## src/rtl/sprite_pkg.sv

```systemverilog
// sprite_pkg: shared types and constants for the sprite_mover slice.
//   state_t      - sprite_mover FSM state encoding
//   COLOUR_W     - width of the adapter colour bus
//   SCREEN_W_DEF - default screen width (pixels)
//   SCREEN_H_DEF - default screen height (pixels)
package sprite_pkg;

  typedef enum logic [2:0] {
    S_LOAD   = 3'd0,
    S_DRAW   = 3'd1,
    S_WAIT   = 3'd2,
    S_ERASE  = 3'd3,
    S_UPDATE = 3'd4
  } state_t;

  localparam int COLOUR_W     = 3;
  localparam int SCREEN_W_DEF = 160;
  localparam int SCREEN_H_DEF = 120;

endpackage

```

## src/rtl/frame_tick_gen.sv

```systemverilog
// frame_tick_gen: free-running divider producing a one-cycle frame tick.
//   clk     in  clock
//   reset_n in  synchronous active-low reset (clears the divider)
//   tick    out high for one cycle when the divider reaches FRAME_DIV-1
// The divider ignores everything except reset, so tick phase is fixed
// relative to the last reset release.
module frame_tick_gen #(
  parameter int FRAME_DIV = 833333
) (
  input  logic clk,
  input  logic reset_n,
  output logic tick
);

  localparam int CNT_W = (FRAME_DIV > 1) ? $clog2(FRAME_DIV) : 1;
  localparam logic [CNT_W-1:0] CNT_LAST = CNT_W'(FRAME_DIV - 1);

  logic [CNT_W-1:0] cnt;

  always_ff @(posedge clk) begin
    if (!reset_n)             cnt <= '0;
    else if (cnt == CNT_LAST) cnt <= '0;
    else                      cnt <= cnt + CNT_W'(1);
  end

  assign tick = (cnt == CNT_LAST);

endmodule

```

## src/rtl/sprite_mover.sv

```systemverilog
// sprite_mover: single BOX_W x BOX_H sprite animator for the vga_adapter.
// Repeats: load origin, draw (fg), wait FRAMES_PER_STEP frame ticks,
// erase (bg), update position. Diagonal motion.
//   Build option SPRITE_MOVER_BOUNCE_EN: defined -> edge bounce,
//   undefined -> wrap-around (direction bits held at 0).
// Ports:
//   clk, reset_n         clock, synchronous active-low reset
//   enable               allows leaving S_WAIT (pause keeps sprite visible)
//   fg_colour, bg_colour draw / erase colours (passed through combinationally)
//   x, y, colour, plot   pixel write to the vga_adapter
//   step_done            one-cycle pulse while the position updates
//   state_dbg            current FSM state
//   dir_dbg              {dir_y, dir_x}; 0 = increasing, 1 = decreasing
module sprite_mover
  import sprite_pkg::*;
#(
  parameter int SCREEN_W        = SCREEN_W_DEF,
  parameter int SCREEN_H        = SCREEN_H_DEF,
  parameter int X_W             = 8,
  parameter int Y_W             = 7,
  parameter int BOX_W           = 4,
  parameter int BOX_H           = 4,
  parameter int STEP_X          = 1,
  parameter int STEP_Y          = 1,
  parameter int INIT_X          = 0,
  parameter int INIT_Y          = 50,
  parameter int FRAME_DIV       = 833333,
  parameter int FRAMES_PER_STEP = 4
) (
  input  logic                clk,
  input  logic                reset_n,
  input  logic                enable,
  input  logic [COLOUR_W-1:0] fg_colour,
  input  logic [COLOUR_W-1:0] bg_colour,
  output logic [X_W-1:0]      x,
  output logic [Y_W-1:0]      y,
  output logic [COLOUR_W-1:0] colour,
  output logic                plot,
  output logic                step_done,
  output state_t              state_dbg,
  output logic [1:0]          dir_dbg
);

  localparam logic [3:0]     COL_LAST = 4'(BOX_W - 1);
  localparam logic [3:0]     ROW_LAST = 4'(BOX_H - 1);
  // Position maths is one bit wider so pos+step cannot wrap unnoticed.
  localparam logic [X_W:0]   MAX_X    = (X_W+1)'(SCREEN_W - BOX_W);
  localparam logic [Y_W:0]   MAX_Y    = (Y_W+1)'(SCREEN_H - BOX_H);
  localparam logic [X_W:0]   STEP_XW  = (X_W+1)'(STEP_X);
  localparam logic [Y_W:0]   STEP_YW  = (Y_W+1)'(STEP_Y);
  localparam int             FC_W     = $clog2(FRAMES_PER_STEP + 1);
  localparam logic [FC_W-1:0] FC_TOP  = FC_W'(FRAMES_PER_STEP);

  state_t          state, state_nxt;
  logic [X_W-1:0]  pos_x, org_x, nxt_x;
  logic [Y_W-1:0]  pos_y, org_y, nxt_y;
  logic            dir_x, dir_y, nxt_dir_x, nxt_dir_y;
  logic [3:0]      col, row;
  logic [FC_W-1:0] frame_cnt;
  logic            tick, last_pix, in_pass;
  logic [X_W:0]    sum_x;
  logic [Y_W:0]    sum_y;

  frame_tick_gen #(.FRAME_DIV(FRAME_DIV)) u_tick (
    .clk     (clk),
    .reset_n (reset_n),
    .tick    (tick)
  );

  assign last_pix = (col == COL_LAST) && (row == ROW_LAST);
  assign in_pass  = (state == S_DRAW) || (state == S_ERASE);
  assign sum_x    = {1'b0, pos_x} + STEP_XW;
  assign sum_y    = {1'b0, pos_y} + STEP_YW;

  // FSM state register
  always_ff @(posedge clk) begin
    if (!reset_n) state <= S_LOAD;
    else          state <= state_nxt;
  end

  // FSM next state
  always_comb begin
    state_nxt = state;
    unique case (state)
      S_LOAD:   state_nxt = S_DRAW;
      S_DRAW:   if (last_pix) state_nxt = S_WAIT;
      S_WAIT:   if ((frame_cnt == FC_TOP) && enable) state_nxt = S_ERASE;
      S_ERASE:  if (last_pix) state_nxt = S_UPDATE;
      S_UPDATE: state_nxt = S_LOAD;
      default:  state_nxt = S_LOAD;
    endcase
  end

  // Next position and direction, consumed only in S_UPDATE.
  always_comb begin
    nxt_x     = pos_x;
    nxt_y     = pos_y;
    nxt_dir_x = dir_x;
    nxt_dir_y = dir_y;
`ifdef SPRITE_MOVER_BOUNCE_EN
    if (!dir_x) begin
      if (sum_x > MAX_X) begin nxt_x = MAX_X[X_W-1:0]; nxt_dir_x = 1'b1; end
      else                     nxt_x = sum_x[X_W-1:0];
    end else begin
      if ({1'b0, pos_x} < STEP_XW) begin nxt_x = '0; nxt_dir_x = 1'b0; end
      else                               nxt_x = pos_x - STEP_XW[X_W-1:0];
    end
    if (!dir_y) begin
      if (sum_y > MAX_Y) begin nxt_y = MAX_Y[Y_W-1:0]; nxt_dir_y = 1'b1; end
      else                     nxt_y = sum_y[Y_W-1:0];
    end else begin
      if ({1'b0, pos_y} < STEP_YW) begin nxt_y = '0; nxt_dir_y = 1'b0; end
      else                               nxt_y = pos_y - STEP_YW[Y_W-1:0];
    end
`else
    // Wrap: subtracting MAX+1 lands the overshoot back at the left/top edge.
    nxt_dir_x = 1'b0;
    nxt_dir_y = 1'b0;
    if (sum_x > MAX_X) nxt_x = pos_x + STEP_XW[X_W-1:0] - MAX_X[X_W-1:0] - X_W'(1);
    else               nxt_x = sum_x[X_W-1:0];
    if (sum_y > MAX_Y) nxt_y = pos_y + STEP_YW[Y_W-1:0] - MAX_Y[Y_W-1:0] - Y_W'(1);
    else               nxt_y = sum_y[Y_W-1:0];
`endif
  end

  // Datapath registers
  always_ff @(posedge clk) begin
    if (!reset_n) begin
      pos_x     <= X_W'(INIT_X);
      pos_y     <= Y_W'(INIT_Y);
      org_x     <= '0;
      org_y     <= '0;
      dir_x     <= 1'b0;
      dir_y     <= 1'b0;
      col       <= '0;
      row       <= '0;
      frame_cnt <= '0;
    end else begin
      unique case (state)
        S_LOAD: begin
          org_x <= pos_x;
          org_y <= pos_y;
          col   <= '0;
          row   <= '0;
        end
        S_DRAW, S_ERASE: begin
          // Row-major scan; the row wraps to 0 on the last pixel so the
          // following pass starts clean.
          if (col == COL_LAST) begin
            col <= '0;
            row <= (row == ROW_LAST) ? 4'd0 : row + 4'd1;
          end else begin
            col <= col + 4'd1;
          end
        end
        S_WAIT: begin
          // A tick in the exit cycle is dropped: the count clears instead.
          if (state_nxt != S_WAIT)                 frame_cnt <= '0;
          else if (tick && (frame_cnt != FC_TOP))  frame_cnt <= frame_cnt + FC_W'(1);
        end
        S_UPDATE: begin
          pos_x <= nxt_x;
          pos_y <= nxt_y;
          dir_x <= nxt_dir_x;
          dir_y <= nxt_dir_y;
        end
        default: ;
      endcase
    end
  end

  // Outputs decoded from registered state; only colour sees the inputs.
  always_comb begin
    x         = '0;
    y         = '0;
    colour    = '0;
    plot      = 1'b0;
    step_done = (state == S_UPDATE);
    if (in_pass) begin
      x      = org_x + X_W'(col);
      y      = org_y + Y_W'(row);
      plot   = 1'b1;
      colour = (state == S_DRAW) ? fg_colour : bg_colour;
    end
  end

  assign state_dbg = state;
  assign dir_dbg   = {dir_y, dir_x};

endmodule

```

## config.mk

```make
export PLATFORM = sky130hd
export DESIGN_NAME = sprite_mover
export DESIGN_NICKNAME = d
export VERILOG_FILES = /design/src/rtl/sprite_pkg.sv /design/src/rtl/frame_tick_gen.sv /design/src/rtl/sprite_mover.sv
export SDC_FILE = /design/constraint.sdc
export NUM_CORES = 1
export LEC_CHECK = 0
export BUFFER_PORTS_ARGS = -buffer_cell sky130_fd_sc_hd__buf_2
export CELL_PAD_IN_SITES_DETAIL_PLACEMENT = 1
export CELL_PAD_IN_SITES_GLOBAL_PLACEMENT = 1
export CORE_ASPECT_RATIO = 1.5
export CORE_MARGIN = 2
export CORE_UTILIZATION = 48
export CTS_CLUSTER_DIAMETER = 200
export CTS_CLUSTER_SIZE = 28
export DETAILED_ROUTE_END_ITERATION = 16
export GPL_TIMING_DRIVEN = 1
export PLACE_DENSITY_LB_ADDON = 0.1
export SETUP_SLACK_MARGIN = 0.1
export SKIP_CTS_REPAIR_TIMING = 1
export SLEW_MARGIN = 20
export SYNTH_ARGS = -nofsm -noshare
export SYNTH_HDL_FRONTEND = slang
export SYNTH_HIERARCHICAL = 1
export SYNTH_SLANG_ARGS = --single-unit
export TNS_END_PERCENT = 1
```

## constraint.sdc

```tcl
create_clock -name clk -period 5.1 [get_ports clk]
set_clock_uncertainty 0.2 [all_clocks]
set_input_delay 0.765 -clock clk [delete_from_list [all_inputs] [get_ports clk]]
set_output_delay 0.765 -clock clk [all_outputs]
set_load 0.01 [all_outputs]
```

==> summary.txt <==
Logic synthesis
  • Simple-gate share of the synthesized area: 27.8%
  • Register area share after synthesis: 33.0%
  • Instance count of the mapped netlist: 494
  • Synth Area in Adders: 7.81%
  • Area leader, netlist: dfxtp_1
  • Largest cells by area after synthesis: dfxtp_1 33%, ha_1 6.8%, nand2_1 6.1%
  • Post-Syn Area per Cell: 7.85 sq um
  • Compound-Gate Fraction of Synth Area: 16.7%
  • Top cell type's share of synthesized area: 33.0%
  • Multiplexer share of the synthesized area: 2.42%
  • Synth Register Bits: 64
  • Main combinational cell family by area after synthesis: simple AND/OR/NAND/NOR gates
  • EDFF count, synth: 0
  • Ys flop type: dfxtp_1
  • Post-synth ARST share: 0%
  • Yosys warns: 6
  • Yosys cell types: 67
  • Xor/xnor share of the synthesized area: 6.77%
  • Netlist Area Pre-Place: 3880 sq um

Global routing
  • Initial antenna violation count: 0
  • GRT met3 Usage: 4.81%
  • Met2 usage: 47.2%
  • Vias in the first global route: 3707
  • Largest net degree at the start of global routing: 36
  • GR Util met1: 27.1%
  • Congestion Overflow GR: 0
  • GR peak layer: met2
  • Global Route Usage Sum: 25.3%
  • First-pass GRT wire length: 17.8 mm

Critical path
  • Critical Path AT: 2.27 ns
  • Type of origin of the critical path: register
  • CP most frequent cell: a21oi_1
  • CP max FO: 5
  • CP Class: reg2out
  • Required @ worst endpoint: 4.14 ns
  • CP endpoint kind: primary output
  • Worst path max stage delay: 0.42 ns
  • CP cell instances: ha_1 > fa_1 > a21o_1 > a21oi_1 > o21ai_0 > a21oi_1 > buf_2
  • Slowest cell on crit path: fa_1

Floorplan
  • Die Area: 8830 sq um
  • Core Region: 7910 sq um
  • Die height: 114 um
  • IO Pins: 34
  • Die X: 77.4 um
  • Starting density of the core: 49.1%
  • # rows: 40

Drt
  • Vias per cell: 5.66
  • DRT Pass-1 Iters: 4
  • Initial DRC count: 152
  • Via Count: 3530
  • Drt wl/cell: 16.8 um
  • Post-route ant nets: 0
  • WL final: 10.5 mm
  • DRC viols: 0

Timing
  • Final Critical Period: 3.23 ns
  • Achievable Freq: 310 MHz
  • Setup TNS: 0 ns
  • Min Hold Slack: 0.268 ns
  • Crit share post-route: 63.3%
  • Final setup fails: 0
  • Final Max Slew Viols: 0
  • Final hold violations: 0
  • Slew @ Worst Pin: 1.08 ns
  • Worst slew margin: 27.6%
  • RSZ-0062 raised after global routing: false

Final layout
  • Area Overhead vs Synth: 12.6%
  • Register area: 1280 sq um
  • Layout Nets: 546
  • Area of the multi-input gates: 2400 sq um
  • Antenna cells: 0
  • Share of cells above drive strength 1: 12.1%
  • Commonest non-fill, non-tap cell in the layout: dfxtp_1
  • Layout fillers: 1052
  • Most frequent cells in the layout: 64 x dfxtp_1, 63 x nand2_1, 47 x nor2_1, 46 x a21oi_1, 31 x buf_2

Clocking
  • CTS tree: built
  • CTS root buf: clkbuf_16
  • CTS H-tree lvls: 3
  • Reg clk slew, reported paths: 0.06 ns
  • Worst-Skew Late Latency: 0.34 ns
  • Clock Tree Buf Depth: 2
  • Num Clock Sinks: 64
  • Num CTS Buffers: 9

Pwr
  • Cell Pwr Density: 271 nW/um^2
  • Leakage: 1.66 nW
  • Total power: 1.18 mW
  • Peak VDD IR: 0.000275 V

Hold path
  • Hold Path Class: reg2reg

Job
  • Max Cap Violations: 0

Place
  • RePlAce Congestion: 0.855
  • Port Buffers: 31
  • Detail Placement HPWL: 7.39 mm

Run status
  • Status: finished, final reports clean
per-layer routing:
layer  vias up  share of wire, %
met4         0               2.7
met5         -                 0
met3        18               2.5
li1       1750                 -
met2        46                54
met1      1716                40
metrics by stage:
stage	setup WS [ns]	std cells	utilization, %	area, sq um
after floorplan	2.51	495	-	3880
after global placement	2.37	608	51.4	4070
after detailed placement	2.27	608	51.4	4070
after CTS	1.88	624	55.2	4370
after global routing	1.74	624	55.2	4370
final	1.87	624	55.2	4370
layout make-up:
type	count	area share [%]
multi-input cells	382	54.9
flip-flops and latches	64	29.3
clock buffers	13	5.96
repair buffers	32	3.72
well taps	105	3.01
inverters	25	2.15
clock inverters	3	0.917
report_power, final:
| part | total [mW] | leakage, nW | internal (mW) | switching, mW |
|---|---|---|---|---|
| logic | 0.0452 | 0.991 | 0.0155 | 0.0298 |
| registers | 0.513 | 0.518 | 0.506 | 0.00748 |
| clock network | 0.625 | 0.150 | 0.403 | 0.221 |
sequential cells by signal, summed over array words and instances (netlist names):
name / cells
col: 4
frame_cnt: 3
org_x: 8
org_y: 7
pos_x: 8
pos_y: 7
row: 4
state_dbg: 3
u_tick/cnt: 20
final timing paths:
path | slack, ns | cells past startpoint | start | end
max | 1.87 | 7 | col[0] | x[6]
min | 0.27 | 2 | org_y[6] | org_y[6]
max reg2reg | 2.26 | 5 | state_dbg[1] | row[3]
min reg2reg | 0.27 | 2 | org_y[6] | org_y[6]
worst max-delay path, delay by kind of cell, from the launching register on:
kind,cells,cell delay (ns)
AOI/OAI and AO/OA,4,0.77
adders and majority gates,2,0.65
buffers and inverters,1,0.15
DFF,1,0.36
Yosys cell counts (5+ instances only):
cell type,n
inv_1,23
and2_1,9
nor2b_1,6
mux2i_1,6
nor2_1,47
a21o_1,7
nand2_1,63
nand3_1,18
o21ai_0,21
dfxtp_1,64
a21oi_1,46
xor2_1,6
ha_1,21
nand4_1,5
nor3_1,20
xnor2_1,24
clkbuf_1,13
nor4_1,5
buf_2,7
or3_1,12
cells by family (layout without fill, tap and decap cells):
logic type,count (synthesis),after routing
simple gates,212,212
flops,64,64
compound gates,106,106
buf+inv,49,73
fa+ha+maj,23,23
other cells,1,2
xor+xnor,30,30
mux,9,9
No activity file was read; power rests on OpenSTA's default activity.
